==> src/rtl/clk_div_frac_prog.sv <==
// Runtime-programmable fractional clock divider.
// Average output period is cfg_num/cfg_den input cycles, built from periods of Q and Q+1
// cycles spread evenly by a first-order accumulator. Q and R come from an on-chip sequential
// restoring divider. A new ratio is applied only at a period boundary.
// Optional feature: define CLK_DIV_FRAC_DUTY50_EN for a ~50% duty output; otherwise clk_div
// is a one-cycle pulse identical to div_tick.
module clk_div_frac_prog #(
  parameter int unsigned W = 8
) (
  input  logic         clk,
  input  logic         rst_n,
  input  logic         en,
  input  logic         cfg_vld,
  output logic         cfg_rdy,
  input  logic [W-1:0] cfg_num,
  input  logic [W-1:0] cfg_den,
  output logic         cfg_err,
  output logic         clk_div,
  output logic         div_tick
);

  localparam int unsigned CntW = $clog2(W + 1);

  typedef enum logic [0:0] {StIdle, StRun} state_e;

  // Divider state: rem/quo/den hold the finished result while pend_q is set.
  logic            busy_q, pend_q;
  logic [CntW-1:0] step_q;
  logic [W-1:0]    rem_q, quo_q, den_q;

  // Applied ratio and period generator state.
  state_e          state_q;
  logic [W-1:0]    q_q, r_q, d_q;
  logic [W:0]      acc_q;
  logic [W-1:0]    cnt_q, len_q;
  logic            active_q;

  logic            xfer, legal;
  logic [W-1:0]    st_rem_in, st_quo_in, st_den_in, st_rem_out, st_quo_out;
  logic [W:0]      trial, diff;

  logic            period_end, apply, start, long_per;
  logic [W-1:0]    use_q, use_r, use_d, new_len, nxt_cnt;
  logic [W:0]      sum, new_acc;

  assign cfg_rdy = !busy_q && !pend_q;
  assign xfer    = cfg_vld && cfg_rdy;
  // N >= 2D guarantees every period is at least two cycles long.
  assign legal   = (cfg_den != '0) && ({1'b0, cfg_num} >= {cfg_den, 1'b0});

  // One restoring-division step; the transfer cycle itself performs the first step.
  always_comb begin
    st_rem_in = xfer ? '0 : rem_q;
    st_quo_in = xfer ? cfg_num : quo_q;
    st_den_in = xfer ? cfg_den : den_q;
    trial     = {st_rem_in, st_quo_in[W-1]};
    diff      = trial - {1'b0, st_den_in};
    if (trial >= {1'b0, st_den_in}) begin
      st_rem_out = diff[W-1:0];
      st_quo_out = {st_quo_in[W-2:0], 1'b1};
    end else begin
      st_rem_out = trial[W-1:0];
      st_quo_out = {st_quo_in[W-2:0], 1'b0};
    end
  end

  // Config handshake, legality check and sequential divider.
  always_ff @(posedge clk or negedge rst_n) begin
    if (!rst_n) begin
      busy_q  <= 1'b0;
      pend_q  <= 1'b0;
      step_q  <= '0;
      rem_q   <= '0;
      quo_q   <= '0;
      den_q   <= '0;
      cfg_err <= 1'b0;
    end else begin
      cfg_err <= xfer && !legal;
      if (xfer && legal) begin
        rem_q  <= st_rem_out;
        quo_q  <= st_quo_out;
        den_q  <= cfg_den;
        step_q <= CntW'(W - 1);
        busy_q <= 1'b1;
      end else if (busy_q) begin
        rem_q  <= st_rem_out;
        quo_q  <= st_quo_out;
        step_q <= step_q - 1'b1;
        if (step_q == CntW'(1)) begin
          busy_q <= 1'b0;
          pend_q <= 1'b1;
        end
      end else if (apply) begin
        pend_q <= 1'b0;
      end
    end
  end

  // Period boundary, pending-ratio apply and next period length.
  always_comb begin
    period_end = active_q && (cnt_q == len_q - 1'b1);
    apply      = pend_q && ((state_q == StIdle) || !en || period_end);
    start      = en && ((state_q == StRun) || apply) && (!active_q || period_end);
    use_q      = apply ? quo_q : q_q;
    use_r      = apply ? rem_q : r_q;
    use_d      = apply ? den_q : d_q;
    // A freshly applied ratio starts from a cleared accumulator.
    sum        = (apply ? '0 : acc_q) + {1'b0, use_r};
    long_per   = (sum >= {1'b0, use_d});
    new_len    = long_per ? use_q + 1'b1 : use_q;
    new_acc    = long_per ? sum - {1'b0, use_d} : sum;
    nxt_cnt    = cnt_q + 1'b1;
  end

`ifdef CLK_DIV_FRAC_DUTY50_EN
  logic [W:0] half_len;
  assign half_len = ({1'b0, len_q} + 1'b1) >> 1;
`endif

  // Output FSM: ratio load, period counting and registered clk_div/div_tick.
  always_ff @(posedge clk or negedge rst_n) begin
    if (!rst_n) begin
      state_q  <= StIdle;
      q_q      <= '0;
      r_q      <= '0;
      d_q      <= '0;
      acc_q    <= '0;
      cnt_q    <= '0;
      len_q    <= '0;
      active_q <= 1'b0;
      clk_div  <= 1'b0;
      div_tick <= 1'b0;
    end else begin
      if (apply) begin
        state_q <= StRun;
        q_q     <= quo_q;
        r_q     <= rem_q;
        d_q     <= den_q;
        acc_q   <= '0;
      end
      if (!en) begin
        active_q <= 1'b0;
        cnt_q    <= '0;
        acc_q    <= '0;
        clk_div  <= 1'b0;
        div_tick <= 1'b0;
      end else if (start) begin
        active_q <= 1'b1;
        cnt_q    <= '0;
        len_q    <= new_len;
        acc_q    <= new_acc;
        clk_div  <= 1'b1;
        div_tick <= 1'b1;
      end else if (active_q) begin
        cnt_q    <= nxt_cnt;
        div_tick <= 1'b0;
`ifdef CLK_DIV_FRAC_DUTY50_EN
        clk_div  <= ({1'b0, nxt_cnt} < half_len);
`else
        clk_div  <= 1'b0;
`endif
      end else begin
        clk_div  <= 1'b0;
        div_tick <= 1'b0;
      end
    end
  end

endmodule

==> config.mk <==
export PLATFORM = sky130hd
export DESIGN_NAME = clk_div_frac_prog
export DESIGN_NICKNAME = d
export VERILOG_FILES = /design/src/rtl/clk_div_frac_prog.sv
export SDC_FILE = /design/constraint.sdc
export NUM_CORES = 1
export LEC_CHECK = 0
export ABC_AREA = 0
export CAP_MARGIN = 15
export CORE_MARGIN = 8
export CORE_UTILIZATION = 56
export DETAILED_ROUTE_END_ITERATION = 12
export PLACE_DENSITY = 0.77
export SYNTH_ARGS = -nofsm -noshare
export SYNTH_HDL_FRONTEND = slang
export SYNTH_SLANG_ARGS = --single-unit
==> constraint.sdc <==
create_clock -name clk -period 6.7 [get_ports clk]
set_input_delay 0.67 -clock clk [delete_from_list [all_inputs] [get_ports clk]]
set_output_delay 0.67 -clock clk [all_outputs]
set_load 0.005 [all_outputs]
== After elaboration in Yosys (flattened, before gate mapping) ==
Cells that the tools add are included.
Cells by class
  $lt $le $gt $ge: 3
  muxes and demuxes: 32
  reduce and logical (&&, ||, !) cells: 23
  eq/ne operators: 5
  add/sub/neg operators: 7
  bitwise gates (word level): 2
Operators with widths (number)
  $mux W8: 15
  $mux W9: 4
  $ge A9 B8 Y1: 2
  $add A8 B1 Y8 const B: 2
  $mux W1: 11
  $add A9 B8 Y9: 1
  $ge A8 B9 Y1: 1
  $logic_and A1 B1 Y1: 9
  $sub A9 B8 Y9: 1
  $eq A8 B8 Y1: 1
  $mux W4: 2
  $reduce_bool A8 Y1: 1
  $sub A8 B1 Y8 const B: 1
  $sub A8 B8 Y8: 1
  $logic_not A1 Y1: 5
  $eq A4 B1 Y1 const B: 1
  $logic_or A1 B1 Y1: 4
  $ne A2 B1 Y1 const B: 2
  $reduce_bool A2 Y1: 2
  $sub A4 B1 Y4 const B: 1
  $ne A3 B1 Y1 const B: 1
  $reduce_and A3 Y1: 1
  $not A1 Y1: 2
  $reduce_and A2 Y1: 1
Storage, ports and cells
  bits in registers: 83
  output and inout bits: 4
  bits of input ports: 20

== Logic depth before layout (Yosys ltp) ==
Gate-level depths: netlist (run 1).
  word-level depth: 11
  depth in mapped cells: 29
  mapped depth without buffers: 25

== Worst setup path after synthesis (run 1) ==
Ideal clock, no wire load.
  path type: register to register
  start point: reg len_q[0]
  end point: reg len_q[3]
  stages on the path, launching flop included: 30
  clock period less this slack: 6.359 ns
  data arrival time: 6.223 ns
  slack: 0.341 ns
  library setup time: 0.136 ns
  buffers on the path: 5
  cell sequence: dfrtp_1 inv_1 ha_1 xnor2_1 and4b_1 a41oi_1 nand2_1 a32oi_2 buf_4 clkbuf_1 buf_2 mux2_2 ha_1 fa_1 maj3_1 nand2_1 mux2i_1 o21a_2 nor3_1 xor2_1 inv_1 ha_1 nand4_1 nor2_1 a211o_1 a31o_2 clkbuf_1 clkbuf_1 o2111ai_1 o221ai_2
On the way
  word-level cells in the longest chain between the ends: 9
Ends and longest elaborated chain
  from (decl): line 35  | logic [W-1:0] cnt_q, len_q;
  from (signal assigned): line 150  | len_q <= new_len;
  $sub A8 B1 Y8: line 101  | period_end = active_q && (cnt_q == len_q - 1'b1);
  $eq A8 B8 Y1: line 101
  $logic_and A1 B1 Y1: line 101
  $logic_or A1 B1 Y1: line 102  | apply = pend_q && ((state_q == StIdle) || !en || period_end);
  $logic_and A1 B1 Y1: line 102
  $mux W8
  via use_r[0]: line 43  | logic [W-1:0] use_q, use_r, use_d, new_len, nxt_cnt;
  $add A9 B8 Y9: line 108  | sum = (apply ? '0 : acc_q) + {1'b0, use_r};
  $ge A9 B8 Y1: line 109  | long_per = (sum >= {1'b0, use_d});
  $mux W8: line 110  | new_len = long_per ? use_q + 1'b1 : use_q;
The timed path passes the listed nets, and every way through them passes these cells.
A chain may end at the register's enable or synchronous reset.

== Final worst setup path (run 1) ==
  start point: reg len_q[0]
  end point: reg acc_q[8]
On the way
  word-level cells in the longest chain between the ends: 11
Ends and longest elaborated chain
  $sub A8 B1 Y8 *: line 101
  $eq A8 B8 Y1 *: line 101
  $logic_and A1 B1 Y1 *: line 101
  $logic_or A1 B1 Y1: line 102
  $logic_and A1 B1 Y1: line 102
  $mux W9 / $mux W8 (equally long branches)
  $add A9 B8 Y9: line 108
  $sub A9 B8 Y9 / $ge A9 B8 Y1 (equally long branches): line 111, 109
  $mux W9: line 111  | new_acc = long_per ? sum - {1'b0, use_d} : sum;
  $mux W9 *: line 147  | end else if (start) begin
  $mux W9 *: line 141  | if (!en) begin
  to (signal assigned): line 151  | acc_q <= new_acc;
  to (decl): line 34  | logic [W:0] acc_q;
Mark *: on every way between the ends. The rest lies on a longest branch, timed or not.

==> run_results.csv, run 1 <==
group,metric,value,unit
status,status,"completed",
route,route.detailed.vias_per_inst,5.98,
floorplan,rows,36,
sta,fin_tns_setup,0,ns
clocking,cts_buffer_depth,2,
floorplan,core_area,9770,sq um
critical_path,timing.critical_path.to_type,"flip-flop",
clocking,htreeDepth,3,
sta,number_of_endpoints_failing_setup_at_the_final_stage,0,
sta,min_period_over_period,91.8,%
route,wire_per_inst,17.8,um
sta,slew_violations,0,
sta,hold_violations,0,
finish,diodes,0,
synth,synth_largest_area_cell,"dfrtp_1",
critical_path,timing.setup.critical_path_class,"flip-flop to flip-flop",
clocking,cts_clk_pin_slew_worst_paths,0.09,ns
synth,synth_cells,612,
synth,synth-seq-area-share,36.7,%
grt,number_of_antenna_violations_at_the_first_check_in_global_routing,0,
clocking,clkSinkCount,83,
critical_path,slowest_stage,"dfrtp_1",
finish,fillers,799,
floorplan,dieArea,13600,sq um
route,wirelength,13600,um
synth,synth_cell_types,63,
sta,timing.max_slew.rel_slack,43.1,%
synth,syn-num-nets,669,
grt,grt_max_degree,84,
synth,ys_seq_elements,83,
clocking,tritoncts,"done",
placed_design,placedCellCount,747,
route,first_iter_violations,387,
finish,layoutNonFillerInstCount,764,
sta,worst_slew_pin_slew,0.854,ns
route,drc,0,
grt,grt_pass1_vias,4579,
finish,layout-drive-gt1-share,9.67,%
clocking,root_buffer_cell,"clkbuf_8",
sta,rsz_0062_raised_after_global_routing,"false",
critical_path,critical_path.max_fanout,29,
placed_design,globalplace.congestion,0.915,
pwr,cellLeakagePower,2.98,nW
pwr,worst_ir_drop_vdd,0.434,mV
job,maxCapViolations,0,
critical_path,path_cells,"inv_1 > ha_1 > xnor2_1 > and4b_1 > a41oi_1 > nand2_1 > a32oi_4 > buf_4 > and2_1 > ha_1 > a21o_1 > maj3_1 > a21oi_1 > xnor2_1 > ha_1 > inv_1 > a21oi_1 > o21ai_0 > a21boi_0 > or2_2 > a31o_2 > a31o_2 > a211o_1 > and3_1",
critical_path,arrival_time_at_the_worst_endpoint,6.42,ns
clocking,cts_resized,0,
route,route.vias.total,4567,
grt,grt.total_usage,21.1,%
synth,synth-main-ff-cell,"dfrtp_1",
critical_path,worst_path_most_repeated_cell,"ha_1",
clocking,clk-insertion-delay-late,0.38,ns
pwr,p_per_area,578,nW/um^2
critical_path,critPathRequiredTime,6.97,ns
synth,syn-cell-area,5660,sq um
placed_design,hpwl_detailed,10000,um
finish,fin_nets,683,
synth,synth_edf_count,0,
floorplan,dieWidth,117,um
synth,async_reset_ff_share,100,%
floorplan,fp.dieH,117,um
floorplan,start_util,57.9,%
route,drtPass1Iterations,5,
critical_path,cp-start-kind,"flip-flop",
synth,synth_top_cells_by_area,"dfrtp_1 37%, ha_1 7.5%, mux2i_1 5.8%",
clocking,post_cts.repair.setup_buffers,0,
critical_path,maximum_single_stage_delay_on_the_critical_path,0.45,ns
sta,fin_skew,0.0107,ns
grt,gr-total-overflow,0,
clocking,cts_buffers,9,
clocking,cts_hold_buffers,0,
synth,synth.avg_cell_area,9.25,sq um
synth,synth_warnings,0,
placed_design,port-buffer-count,23,
grt,grt_pass1_wl,22300,um
sta,period_minus_slack,6.15,ns
sta,maxClockFrequency,163,MHz
worst_hold_path,hp-class,"input pin to async pin",
floorplan,io_pins,24,
synth,synth_top_cell_area_share,36.7,%
finish,syn2layout_area_growth,9.75,%
route,route.antenna.remaining_nets,0,
-- cells by family (layout without fill, tap and decap cells) --
kind of cell / after synthesis / count (layout) / share of synthesized area, %
buf+inv: 75 / 94 / 5.48
simple gates: 210 / 210 / 17.8
fa+ha+maj: 39 / 39 / 8.93
compound gates: 114 / 114 / 15.2
mux: 58 / 58 / 10.8
flops: 83 / 83 / 36.7
xor+xnor: 33 / 33 / 5.11
-- state kept, by name, summed over array words and instances, names as in the netlist, named ones only --
name,flops
acc_q,9
cnt_q,8
d_q,8
den_q,8
len_q,8
q_q,8
quo_q,8
rem_q,8
r_q,7
step_q,4
active_q,1
busy_q,1
cfg_err,1
div_tick,1
pend_q,1
state_q,1
-- power breakdown --
part           total, W  internal (W)  switching [W]
logic           0.00234      0.000987        0.00135
clock network  0.000385      0.000186       0.000199
registers      0.000872      0.000706       0.000166
-- layout by cell type (no fill, tap or decap), types with 5 or more instances in the layout --
cell type / synthesis / final
a211o_1: 6 / 6
a21o_1: 8 / 8
a21oi_1: 17 / 17
and2_1: 15 / 15
and3_1: 6 / 6
buf_4: 3 / 5
clkbuf_8: 0 / 10
clkdlybuf4s50_1: 0 / 22
dfrtp_1: 83 / 83
ha_1: 34 / 34
inv_1: 50 / 50
mux2_2: 25 / 25
mux2i_1: 33 / 33
nand2_1: 78 / 78
nand2b_1: 8 / 8
nand3_1: 21 / 21
nand4_1: 13 / 13
nor2_1: 42 / 42
nor2b_1: 5 / 5
nor3_1: 9 / 9
o211ai_1: 12 / 12
o21a_1: 7 / 7
o21ai_0: 20 / 20
xnor2_1: 17 / 17
xor2_1: 16 / 16
-- worst max-delay path: cells and delay by family (launching register included) --
kind / cells / cell delay [ns]
flops: 1 / 0.45
buf+inv: 3 / 0.58
simple gates: 5 / 1.10
fa+ha+maj: 4 / 1.23
compound gates: 10 / 2.33
xor+xnor: 2 / 0.33
-- area by class of cell --
cell class / instances / area, sq um / area share [%]
timing repair buffer: 28 / 285 / 4.59
tap: 133 / 166 / 2.68
multi-input combinational: 454 / 3280 / 52.9
clock buffer: 10 / 138 / 2.22
inverter: 50 / 188 / 3.02
sequential: 83 / 2080 / 33.4
clock inverter: 6 / 73.8 / 1.19
-- metrics by stage --
step / hold WS, ns / utilization (%) / setup slack (ns) / power (W) / instance area, sq um
2_1_floorplan: 0.374 / - / 0.341 / 0.00262 / 5660
3_3_place_gp: 0.484 / 61.1 / 0.776 / 0.00306 / 5970
3_5_place_dp: 0.492 / 61.1 / 0.630 / 0.00314 / 5970
4_1_cts: 0.502 / 63.3 / 0.618 / 0.00355 / 6180
5_1_grt: 0.0944 / 63.5 / 0.167 / 0.00388 / 6210
6_report: 0.112 / 63.5 / 0.551 / 0.00359 / 6210
-- path summary, 6_finish.rpt --
kind | start | end | slack (ns) | cells past startpoint
max | len_q[0]$_DFFE_PN0P_ | acc_q[8]$_DFF_PN0_ | 0.55 | 24
min | rst_n | step_q[2]$_DFFE_PN0P_ | 0.11 | 1
max reg2reg | len_q[0]$_DFFE_PN0P_ | acc_q[8]$_DFF_PN0_ | 0.55 | 24
min reg2reg | len_q[7]$_DFFE_PN0P_ | len_q[7]$_DFFE_PN0P_ | 0.50 | 2
max in group asynchronous | rst_n | acc_q[4]$_DFF_PN0_ | 6.00 | 2
min in group clk | len_q[7]$_DFFE_PN0P_ | len_q[7]$_DFFE_PN0P_ | 0.50 | 2
-- layer usage --
| layer | up-vias | part of all wire [%] | routed length, um | track usage, % |
|---|---|---|---|---|
| met3 | 18 | 4.2 | 573 | 3.93 |
| met2 | 112 | 49 | 6640 | 34.7 |
| met5 | - | 0 | 0 | 0 |
| met4 | 0 | 1.6 | 222 | 7.43 |
| li1 | 2183 | - | - | - |
| met1 | 2254 | 45 | 6180 | 27.3 |
-- Yosys cell counts (3+ instances only) --
cell type and count:
a32o_1 3, a21oi_1 17, mux2i_1 33, nand2_1 78, buf_4 3, and2_1 15
nor3_1 9, dfrtp_1 83, nand3_1 21, a211oi_1 3, fa_1 3, nor2b_1 5
o21ai_1 3, xor2_1 16, a21o_1 8, nor2_1 42, o211ai_1 12, nand4_1 13
mux2_2 25, o2111ai_1 3, and3_1 6, xnor2_1 17, or2_2 3, inv_1 50
nor4_1 3, nand2b_1 8, o21a_1 7, o21ai_0 20, clkbuf_1 17, ha_1 34
a31oi_1 3, a211o_1 6
No activity file was read; power rests on OpenSTA's default activity.
==> run 2: changes to the inputs <==
--- a/config.mk
+++ b/config.mk
@@ -11,6 +11,7 @@
 export CORE_UTILIZATION = 56
 export DETAILED_ROUTE_END_ITERATION = 12
 export PLACE_DENSITY = 0.77
+export SLEW_MARGIN = 25
 export SYNTH_ARGS = -nofsm -noshare
 export SYNTH_HDL_FRONTEND = slang
 export SYNTH_SLANG_ARGS = --single-unit
==> run 2 against run 1 <==
Cell count shrank 0.13%. Via count grew 0.50%. Sequential power is essentially flat. Clock skew is essentially flat. Sequential cell count is the same. Worst setup slack lost 0.010 ns. Fmax shrank 0.17%. Combinational power is essentially flat. Register-to-register slack is essentially flat. Core utilization shrank 0.24 points.
==> run_results.csv, run 2 (synthesis gave the netlist of run 1 again) <==
group,metric,value,unit
status,status,"completed",
pwr,worst_ir_drop_vdd,0.433,mV
grt,grt_pass1_wl,22300,um
sta,number_of_endpoints_failing_setup_at_the_final_stage,0,
pwr,power.net_switching,0.00170,W
finish,layout-drive-gt1-share,9.52,%
floorplan,io_pins,24,
clocking,tritoncts,"done",
floorplan,fp.dieH,117,um
route,drc,0,
finish,layoutNonFillerInstCount,763,
critical_path,critPathRequiredTime,6.97,ns
pwr,switching_share,47.5,%
grt,grt_pass1_vias,4579,
sta,slew_violations,0,
worst_hold_path,hp-class,"input pin to async pin",
clocking,cts_hold_buffers,0,
pwr,p_comb_share,64.9,%
clocking,cts_resized,0,
sta,hold_violations,0,
grt,grt_max_degree,84,
sta,worst_slew_pin_slew,0.877,ns
clocking,clk-insertion-delay-late,0.37,ns
floorplan,rows,36,
route,route.antenna.remaining_nets,0,
route,top_layer_used,"met4",
finish,largest_register_ffs,9,
finish,fin_nets,682,
clocking,cts_buffers,9,
critical_path,timing.critical_path.to_type,"flip-flop",
critical_path,arrival_time_at_the_worst_endpoint,6.43,ns
pwr,cellLeakagePower,2.97,nW
finish,syn2layout_area_growth,9.33,%
route,routed_wire_length_on_met2,6540,um
sta,rsz_0062_raised_after_global_routing,"false",
grt,gr-total-overflow,0,
sta,min_period_over_period,91.9,%
placed_design,globalplace.congestion,0.915,
finish,final_design_area_no_fill,6190,sq um
placed_design,placedCellCount,747,
pwr,p_per_area,578,nW/um^2
clocking,root_buffer_cell,"clkbuf_8",
route,route.vias.total,4590,
clocking,post_cts.repair.setup_buffers,0,
sta,fin_tns_setup,0,ns
sta,period_minus_slack,6.16,ns
route,route.detailed.vias_per_inst,6.02,
grt,number_of_antenna_violations_at_the_first_check_in_global_routing,0,
route,wire_per_inst,17.7,um
route,wl_met3,662,um
placed_design,placed_cell_area,5970,sq um
placed_design,port-buffer-count,23,
sta,fin_skew,0.0108,ns
pwr,power.sequential.fraction,24.3,%
critical_path,timing.setup.critical_path_class,"flip-flop to flip-flop",
job,maxCapViolations,0,
route,drtPass1Iterations,6,
finish,max_flop_register,"acc_q",
floorplan,dieWidth,117,um
pwr,power,0.00358,W
pwr,clockPowerShare,10.7,%
grt,grt.total_usage,21.1,%
clocking,clkSinkCount,83,
sta,maxClockFrequency,162,MHz
finish,most-common-layout-cells,"83 x dfrtp_1, 78 x nand2_1, 50 x inv_1",
critical_path,cp-start-kind,"flip-flop",
finish,layout_commonest_cell,"dfrtp_1",
clocking,cts_buffer_depth,2,
sta,timing.max_slew.rel_slack,41.6,%
route,detail_route.wirelength.met1,6050,um
pwr,internal_power,0.00188,W
clocking,cts_clk_pin_slew_worst_paths,0.09,ns
placed_design,hpwl_detailed,10000,um
finish,utilization,63.3,%
floorplan,start_util,57.9,%
route,first_iter_violations,374,
floorplan,dieArea,13600,sq um
floorplan,core_area,9770,sq um
clocking,htreeDepth,3,
route,wirelength,13500,um
finish,diodes,0,
critical_path,critical_path.max_fanout,29,
-- run 2: cell types whose count changed in the layout (fill, tap and decap cells not counted) --
cell,previous run,this run
buf_6,0,1
buf_4,5,4
buf_16,1,0
-- run 2: power groups by stage --
stage               clock [W]  combinational [W]  sequential, W
floorplan                   0            0.00181       0.000813
global placement            0            0.00219       0.000868
detailed placement          0            0.00226       0.000878
CTS                  0.000394            0.00228       0.000869
global route         0.000410            0.00257       0.000895
finish               0.000384            0.00232       0.000870
-- run 2: metal layers --
layer,up-vias,global-route usage [%]
li1,2173,-
met1,2252,27.3
met2,143,34.7
met3,22,3.93
met4,0,7.43
met5,-,0
-- run 2: final timing paths --
check,from,end,slack [ns],cells after the start
worst max-delay path,len_q[0]$_DFFE_PN0P_,acc_q[8]$_DFF_PN0_,0.54,25
worst min-delay path,rst_n,step_q[2]$_DFFE_PN0P_,0.35,1
worst max register to register,len_q[0]$_DFFE_PN0P_,acc_q[8]$_DFF_PN0_,0.54,25
worst min register to register,len_q[7]$_DFFE_PN0P_,len_q[7]$_DFFE_PN0P_,0.50,2
max in group asynchronous,rst_n,d_q[7]$_DFF_PN0_,5.84,1
min in group clk,len_q[7]$_DFFE_PN0P_,len_q[7]$_DFFE_PN0P_,0.50,2
-- run 2: per-stage QoR --
stage / hold WS, ns / worst slack [ns]
6_report: 0.347 / 0.541
5_1_grt: 0.393 / 0.220
4_1_cts: 0.502 / 0.618
3_5_place_dp: 0.492 / 0.630
3_3_place_gp: 0.484 / 0.776
2_1_floorplan: 0.374 / 0.341
-- run 2: cell type report --
| type | count | area [sq um] |
|---|---|---|
| clock inverter | 6 | 73.8 |
| tap | 133 | 166 |
| clock buffer | 10 | 138 |
| sequential | 83 | 2080 |
| inverter | 50 | 188 |
| timing repair buffer | 27 | 262 |
| fill | 809 | 3590 |
| multi-input combinational | 454 | 3280 |
-- run 2: worst max-delay path, cell delays in order, from the launching register on --
cell and delay [ns]:
dfrtp_1 0.45, inv_1 0.11, ha_1 0.32, xor2_1 0.18, nand2_1 0.11, nor4_4 0.38
a32oi_4 0.20, buf_4 0.28, and2_1 0.22, ha_1 0.21, fa_1 0.43, maj3_1 0.36
nand2_1 0.07, mux2i_1 0.11, o21a_2 0.29, nor3_1 0.18, xor2_1 0.20, inv_1 0.06
ha_1 0.36, nand4_1 0.13, nor2_1 0.06, a211o_1 0.28, a31o_2 0.37, a31o_2 0.25
a211o_1 0.26, and3_1 0.16
